`config.mk`:
```
export PLATFORM = sky130hd
export DESIGN_NAME = bus_master
export DESIGN_NICKNAME = d
export VERILOG_FILES = /design/src/rtl/bus_master.sv
export SDC_FILE = /design/constraint.sdc
export NUM_CORES = 1
export LEC_CHECK = 0
export BUFFER_PORTS_ARGS = -buffer_cell sky130_fd_sc_hd__buf_2
export CORE_MARGIN = 2
export CORE_UTILIZATION = 44
export CTS_CLUSTER_DIAMETER = 100
export CTS_CLUSTER_SIZE = 24
export DETAILED_ROUTE_END_ITERATION = 16
export PLACE_DENSITY = 0.77
export SLEW_MARGIN = 20
export SYNTH_ARGS = -nofsm -noshare
export SYNTH_HDL_FRONTEND = slang
export SYNTH_SLANG_ARGS = --single-unit
```
`constraint.sdc`:
```
create_clock -name clk_sys_i -period 1.5 [get_ports clk_sys_i]
set_clock_uncertainty 0.15 [all_clocks]
set_input_delay 0.075 -clock clk_sys_i [delete_from_list [all_inputs] [get_ports clk_sys_i]]
set_output_delay 0.075 -clock clk_sys_i [all_outputs]
set_load 0.1 [all_outputs]
```
`src/rtl/bus_master.sv`:
```
// rtl/bus_master.sv - SPI-to-system-bus master issuing slotted RAM cycles
// Optional feature macro: CPU_CLK_EN (share each 16-clock bus cycle with a CPU phase-2 clock)
module bus_master (
   input  logic        clk_sys_i,
   input  logic        reset_ni,
   input  logic        spi_valid_i,
   input  logic [16:0] spi_addr_i,
   input  logic [7:0]  spi_data_i,
   input  logic        spi_rw_ni,
   output logic        spi_ready_o,
   output logic [7:0]  spi_data_o,
   input  logic [7:0]  bus_data_i,
   output logic [16:0] bus_addr_o,
   output logic        bus_addr_oe,
   output logic [7:0]  bus_data_o,
   output logic        bus_data_oe,
   output logic        bus_rw_no,
   output logic        bus_rw_noe,
   output logic        ram_ce_o,
   output logic        ram_oe_o,
   output logic        ram_we_o,
   output logic        cpu_clk_o,
   output logic        cpu_be_o,
   output logic        overrun_o
);

   typedef enum logic [1:0] {S_IDLE, S_PEND, S_ACTIVE} state_t;

`ifdef CPU_CLK_EN
   localparam logic CPU_BE_IDLE = 1'b1;
`else
   localparam logic CPU_BE_IDLE = 1'b0;
`endif

   state_t      r_state;
   logic [3:0]  r_cyc;
   logic [16:0] r_addr;
   logic [7:0]  r_data;
   logic        r_rw;
   logic [7:0]  r_rdata;
   logic        r_ready;
   logic        r_addr_oe;
   logic        r_data_oe;
   logic        r_rw_oe;
   logic        r_ce;
   logic        r_oe;
   logic        r_we;
   logic        r_cpu_clk;
   logic        r_cpu_be;
   logic        r_overrun;

   logic [3:0]  w_cyc_inc;
   logic        w_busy;

   assign w_cyc_inc = r_cyc + 4'd1;
   assign w_busy    = (r_state != S_IDLE);

   // Strobes are decoded one clock ahead from r_cyc so each registered
   // output lines up with the cyc value of the cycle it belongs to.
   always_ff @(posedge clk_sys_i) begin
      if (!reset_ni) begin
         r_state   <= S_IDLE;
         r_cyc     <= 4'd0;
         r_addr    <= 17'd0;
         r_data    <= 8'd0;
         r_rw      <= 1'b0;
         r_rdata   <= 8'd0;
         r_ready   <= 1'b0;
         r_addr_oe <= 1'b0;
         r_data_oe <= 1'b0;
         r_rw_oe   <= 1'b0;
         r_ce      <= 1'b0;
         r_oe      <= 1'b0;
         r_we      <= 1'b0;
         r_cpu_clk <= 1'b0;
         r_cpu_be  <= CPU_BE_IDLE;
         r_overrun <= 1'b0;
      end else begin
         r_cyc     <= w_cyc_inc;
         r_ready   <= 1'b0;
         r_addr_oe <= 1'b0;
         r_data_oe <= 1'b0;
         r_rw_oe   <= 1'b0;
         r_ce      <= 1'b0;
         r_oe      <= 1'b0;
         r_we      <= 1'b0;
         r_cpu_be  <= CPU_BE_IDLE;
`ifdef CPU_CLK_EN
         r_cpu_clk <= w_cyc_inc[3];
`else
         r_cpu_clk <= 1'b0;
`endif
         if (spi_valid_i && w_busy) begin
            r_overrun <= 1'b1;
         end

         case (r_state)
            S_IDLE: begin
               if (spi_valid_i) begin
                  r_addr <= spi_addr_i;
                  r_data <= spi_data_i;
                  r_rw   <= spi_rw_ni;
`ifdef CPU_CLK_EN
                  if (r_cyc == 4'd15) begin
                     r_state  <= S_ACTIVE;
                     r_cpu_be <= 1'b0;
                  end else begin
                     r_state <= S_PEND;
                  end
`else
                  // Without the CPU there is no phase to wait for: restart the slot counter.
                  r_cyc   <= 4'd0;
                  r_state <= S_ACTIVE;
`endif
               end
            end

            S_PEND: begin
               if (r_cyc == 4'd15) begin
                  r_state  <= S_ACTIVE;
                  r_cpu_be <= 1'b0;
               end
            end

            S_ACTIVE: begin
               if (r_cyc == 4'd7) begin
                  r_state <= S_IDLE;
               end else begin
                  r_cpu_be  <= 1'b0;
                  r_addr_oe <= (r_cyc <= 4'd5);
                  r_rw_oe   <= (r_cyc <= 4'd5);
                  r_ce      <= (r_cyc <= 4'd5);
                  r_oe      <= r_rw && (r_cyc >= 4'd1) && (r_cyc <= 4'd5);
                  r_data_oe <= !r_rw && (r_cyc >= 4'd1) && (r_cyc <= 4'd5);
                  r_we      <= !r_rw && (r_cyc >= 4'd2) && (r_cyc <= 4'd4);
                  r_ready   <= (r_cyc == 4'd6);
               end
               if (r_rw && (r_cyc == 4'd6)) begin
                  r_rdata <= bus_data_i;
               end
            end

            default: r_state <= S_IDLE;
         endcase
      end
   end

   assign spi_ready_o = r_ready;
   assign spi_data_o  = r_rdata;
   assign bus_addr_o  = r_addr;
   assign bus_addr_oe = r_addr_oe;
   assign bus_data_o  = r_data;
   assign bus_data_oe = r_data_oe;
   assign bus_rw_no   = r_rw;
   assign bus_rw_noe  = r_rw_oe;
   assign ram_ce_o    = r_ce;
   assign ram_oe_o    = r_oe;
   assign ram_we_o    = r_we;
   assign cpu_clk_o   = r_cpu_clk;
   assign cpu_be_o    = r_cpu_be;
   assign overrun_o   = r_overrun;

endmodule

```
== Word level (Yosys, flattened, before mapping) ==
Cells that the tools add are included.

* $add $sub $neg: 1
* Reductions and logical operators: 15
* Shifts and indexed selects: 0
* Equality and inequality tests: 8
* $mul: 0
* Mux-type cells: 6
* $lt $le $gt $ge: 4
* Divide/modulo/power cells: 0
* Bitwise gates (word level): 2

{| class="wikitable"
|+ Operators with widths
! cell !! count
|-
| equality test 4 x 3 -> 1 bit, second input constant || 2
|-
| <= comparator 4 x 3 -> 1 bit, second input constant || 2
|-
| logical AND 1 bit || 8
|-
| 2-to-1 mux 4 bit || 2
|-
| 2-to-1 mux 2 bit || 3
|-
| != test 2 bit, second input constant || 3
|-
| case mux 2 bit (3 select lines) || 1
|-
| adder 4 x 1 -> 4 bit, second input constant || 1
|-
| equality test 4 bit, second input constant || 1
|-
| >= comparator 4 x 1 -> 1 bit, second input constant || 1
|-
| >= comparator 4 x 2 -> 1 bit, second input constant || 1
|-
| AND reduction 2 bit || 2
|-
| AND reduction 3 bit || 1
|-
| OR reduction 3 bit || 1
|-
| equality test 2 x 1 -> 1 bit, second input constant || 1
|-
| equality test 2 bit, second input constant || 1
|-
| logical NOT 2 bit || 1
|-
| NOT 1 bit || 2
|-
| nonzero test 2 bit || 1
|-
| logical NOT 1 bit || 1
|}

* Word-level logic and storage cells: 48
* Memories: 0
* Output and inout port bits: 44
* Latch bits: 0
* Bits in read-only memories: 0
* RAM bits: 0
* Flip-flop bits (word level): 46

== Depth between registers and ports, before layout ==
* Word-level depth: 3
* Gate-level depth with buffers: 5

== Worst setup path after synthesis ==
No wires, ideal clock.

* Path type: reg-to-reg
* Start: register r_rw (netlist: bus_rw_no)
* End: register r_rdata[0] (netlist: spi_data_o[0])
* Stages on the path, launching flop included: 4
* Buffers on the path: 1
* Arrival time: 1637 ps
* Path slack: -359 ps
* Cell sequence: dfxtp_1 -> and4_1 -> buf_4 -> mux2i_1

* Cells in the longest elaborated chain, start to end: 2

{| class="wikitable"
|+ Ends and longest elaborated chain
! element !! line !! text
|-
| from (decl) || 39 || <nowiki>logic r_rw;</nowiki>
|-
| from (signal assigned) || 102 || <nowiki>r_rw <= spi_rw_ni;</nowiki>
|-
| logical AND 1 bit || 138 || <nowiki>if (r_rw && (r_cyc == 4'd6)) begin</nowiki>
|-
| AND reduction 2 bit (no source line) || n/a ||
|-
| to (signal assigned) || 139 || <nowiki>r_rdata <= bus_data_i;</nowiki>
|-
| to (decl) || 40 || <nowiki>logic [7:0] r_rdata;</nowiki>
|}

No other way between the ends.
A chain may end at the register's enable or synchronous reset.

== Final worst setup path ==
* Start: register r_state[1]
* End: register r_rdata[6] (netlist: spi_data_o[6])

* Cells in the longest elaborated chain, start to end: 2

{| class="wikitable"
|+ Ends and longest elaborated chain
! element !! line !! text
|-
| from (decl) || 35 || <nowiki>state_t r_state;</nowiki>
|-
| from (signal assigned) || 62 || <nowiki>r_state <= S_IDLE;</nowiki>
|-
| from (signal assigned) || 113 || <nowiki>r_state <= S_ACTIVE;</nowiki>
|-
| from (signal assigned) || 120 || <nowiki>r_state <= S_ACTIVE;</nowiki>
|-
| equality test 2 bit || 97 || <nowiki>case (r_state)</nowiki>
|-
| AND reduction 2 bit (no source line) || n/a ||
|}

No other way between the ends.

==> impl_metrics.py <==
metrics = {
    "cts": {
        "post_cts_buffers": 0,
        "clockBufferDepth": 2,
        "cts_tree": "yes",
        "cts_made_buffers": 5,
        "clk-insertion-delay-late_ns": 0.35,
        "clk_pin_slew_ns": 0.13,
        "htreeDepth": 2,
        "cts_sinks": 45,
        "root_buffer": "clkbuf_4",
    },
    "worst_setup_path": {
        "slowest_delay_ns": 0.37,
        "cp_slowest_cell": "dfxtp_1",
        "crit_type": "reg2reg",
        "crit_arrival_ns": 1.59,
        "worst_setup_path_end_kind": "flip-flop",
        "startpoint_type": "flip-flop",
        "path_cells": "buf_4 -> nor2b_2 -> and4_4 -> buf_12 -> mux2i_1",
        "crit_required_ns": 1.63,
        "critPathMaxFanout": 8,
    },
    "run": {
        "max-cap-violations": 0,
    },
    "timing": {
        "period_share": 0.972,
        "hold_viol": 0,
        "layout_min_cycle_time_ns": 1.46,
        "max_clock_freq_ghz": 0.686,
        "worst_pin_slew_ns": 0.583,
        "setup_viol": 0,
        "maxSlewHeadroom": 0.610,
        "fin_tns_setup_ns": 0,
        "final_max_slew_viol_count": 0,
    },
    "power": {
        "power_density_nw_per_um2": 1120,
        "p_total_uw": 2800,
        "peakVddDrop_mv": 0.847,
        "p_leak_uw": 0.00121,
    },
    "drt": {
        "routed_wl_um": 3990,
        "initialDrtViolationCount": 57,
        "vias": 1455,
        "ant_nets": 0,
        "wl_per_cell_um": 12.9,
        "viasPerCell": 4.71,
        "remaining_drc_errors": 0,
        "drt_pass1_iterations": 4,
    },
    "synth": {
        "synth-seq-cells": 45,
        "synth_edf_count": 0,
        "synth.most_common_cell": "dfxtp_1",
        "synthTopCellsByCount": "dfxtp_1, a22o_1, nand2_1",
        "synth-async-reset-ratio": 0,
        "ys_seq_area_frac": 0.559,
        "synthDistinctLibCells": 28,
        "synthTopCellsByArea": "dfxtp_1, a22o_1, mux2i_1",
        "postSynthCellCount": 147,
        "synth.largest_area_cell": "dfxtp_1",
        "synth_top_area_share": 0.559,
        "postSynthAreaPerCell_um2": 11.0,
        "synth_area_um2": 1610,
        "synth_warnings": 0,
        "synth_flop_cell": "dfxtp_1",
    },
    "place": {
        "finalWeightedCongestion": 0.712,
        "dpl.hpwl_um": 2340,
        "numPortBuffers": 78,
    },
    "floorplan": {
        "row_count": 21,
        "die_area_um2": 4170,
        "dieWidth_um": 64.5,
        "ios": 81,
        "core-area_um2": 3420,
        "chipHeight_um": 64.5,
        "initial_core_util": 0.472,
    },
    "global_route": {
        "gr-usage-all-layers": 0.197,
        "grt_max_degree": 27,
        "grt_pass1_vias": 1386,
        "overflow": 0,
        "grt_pass1_wl_um": 6270,
        "antenna_found_initial": 0,
    },
    "cells_and_area": {
        "multiInputGateArea_um2": 633,
        "nFillCells": 252,
        "regArea_um2": 907,
        "finalNetCount": 303,
        "syn_to_final_growth_pct": 55.5,
        "drive_gt1_frac": 0.395,
        "antenna_cells": 0,
    },
    "min_path": {
        "holdCritPathClass": "in2reg",
    },
    "run_status": {
        "status": "finished clean",
    },
}
layout make-up:
cell class | count | area share
clock inverter | 1 | 0.0120
clock buffer | 7 | 0.0220
sequential | 45 | 0.362
tap | 46 | 0.0230
inverter | 3 | 0.00549
multi-input combinational | 87 | 0.252
timing repair buffer | 120 | 0.323
power breakdown:
group | internal, uW | switching, uW | leakage (uW) | total, uW
logic | 203 | 543 | 0.000796 | 746
registers | 1250 | 35.6 | 0.000369 | 1290
clock network | 398 | 366 | 0.0000455 | 765
total | 1850 | 945 | 0.00121 | 2800
final timing paths:
kind | slack (ns) | cells after the start | from | end
setup / recovery | 0.04 | 5 | r_state[1] | spi_data_o[6]
hold / removal | 0.30 | 3 | spi_data_i[3] | bus_data_o[3]
setup reg to reg | 0.04 | 5 | r_state[1] | spi_data_o[6]
hold reg to reg | 0.31 | 2 | spi_data_o[4] | spi_data_o[4]
worst max-delay path, delay by kind of cell (launching register included):
kind          cells  cell delay [ns]
mux               1             0.17
simple gates      2             0.45
flops             1             0.37
buf+inv           2             0.25
cells in the final DEF (no fill, tap or decap), drive strengths merged:
cell,instances
inv,3
or3b,1
o21bai,1
buf,83
a22o,26
clkbuf,7
and2,1
nor3,1
mux2i,8
xnor2,1
dfxtp,45
nor2,8
xor2,1
conb,2
nand3,3
nand2b,2
nor3b,1
dlygate4sd3,37
ha,4
a21oi,3
a211oi,1
nor2b,1
and3,1
and4,1
o21ai,1
nand2,19
bufinv,1
flip-flops by register name, indices dropped and copies added (netlist names):
register     flops
bus_addr_o      17
bus_data_o       8
spi_data_o       8
r_cyc            4
bus_data_oe      1
bus_rw_no        1
overrun_o        1
r_state          1
ram_ce_o         1
ram_oe_o         1
ram_we_o         1
spi_ready_o      1
repair_timing:
| action | 4_1_cts | 5_1_grt |
|---|---|---|
| pin swaps | 0 | 1 |
| setup endpoints to repair | 27 | 10 |
| hold buffers | 37 | 0 |
| gates resized for setup | 2 | 10 |
| hold endpoints to repair | 36 | 0 |
routing by layer:
metal / GRT usage / vias to the layer above / routed length, um
li1: - / 735 / -
met1: 0.223 / 667 / 1650
met2: 0.340 / 45 / 2050
met3: 0.0747 / 8 / 223
met4: 0.0638 / 0 / 68
met5: 0 / - / 0
per-stage QoR:
| stage | hold WS [ns] | worst slack [ns] | cell area, um2 | util | cells |
|---|---|---|---|---|---|
| 3_5_place_dp | 0.138 | -0.133 | 2020 | 0.592 | 264 |
| 3_3_place_gp | 0.134 | -0.111 | 2020 | 0.592 | 264 |
| 2_1_floorplan | 0.0504 | 0.00524 | 1620 | - | 148 |
| 6_report | 0.301 | 0.0416 | 2510 | 0.734 | 309 |
| 5_1_grt | 0.289 | -0.0269 | 2510 | 0.734 | 309 |
| 4_1_cts | 0.288 | 0.00919 | 2480 | 0.727 | 309 |
kinds of logic after synthesis:
group / synth area share
flip-flops: 0.559
AND/OR/NAND/NOR: 0.118
AO/OA/AOI/OAI: 0.163
buffers and inverters: 0.0667
multiplexers: 0.0497
adder cells (fa/ha/maj): 0.0310
XOR/XNOR: 0.0109
other: 0.00233
Power figures use the tool's default switching activity.
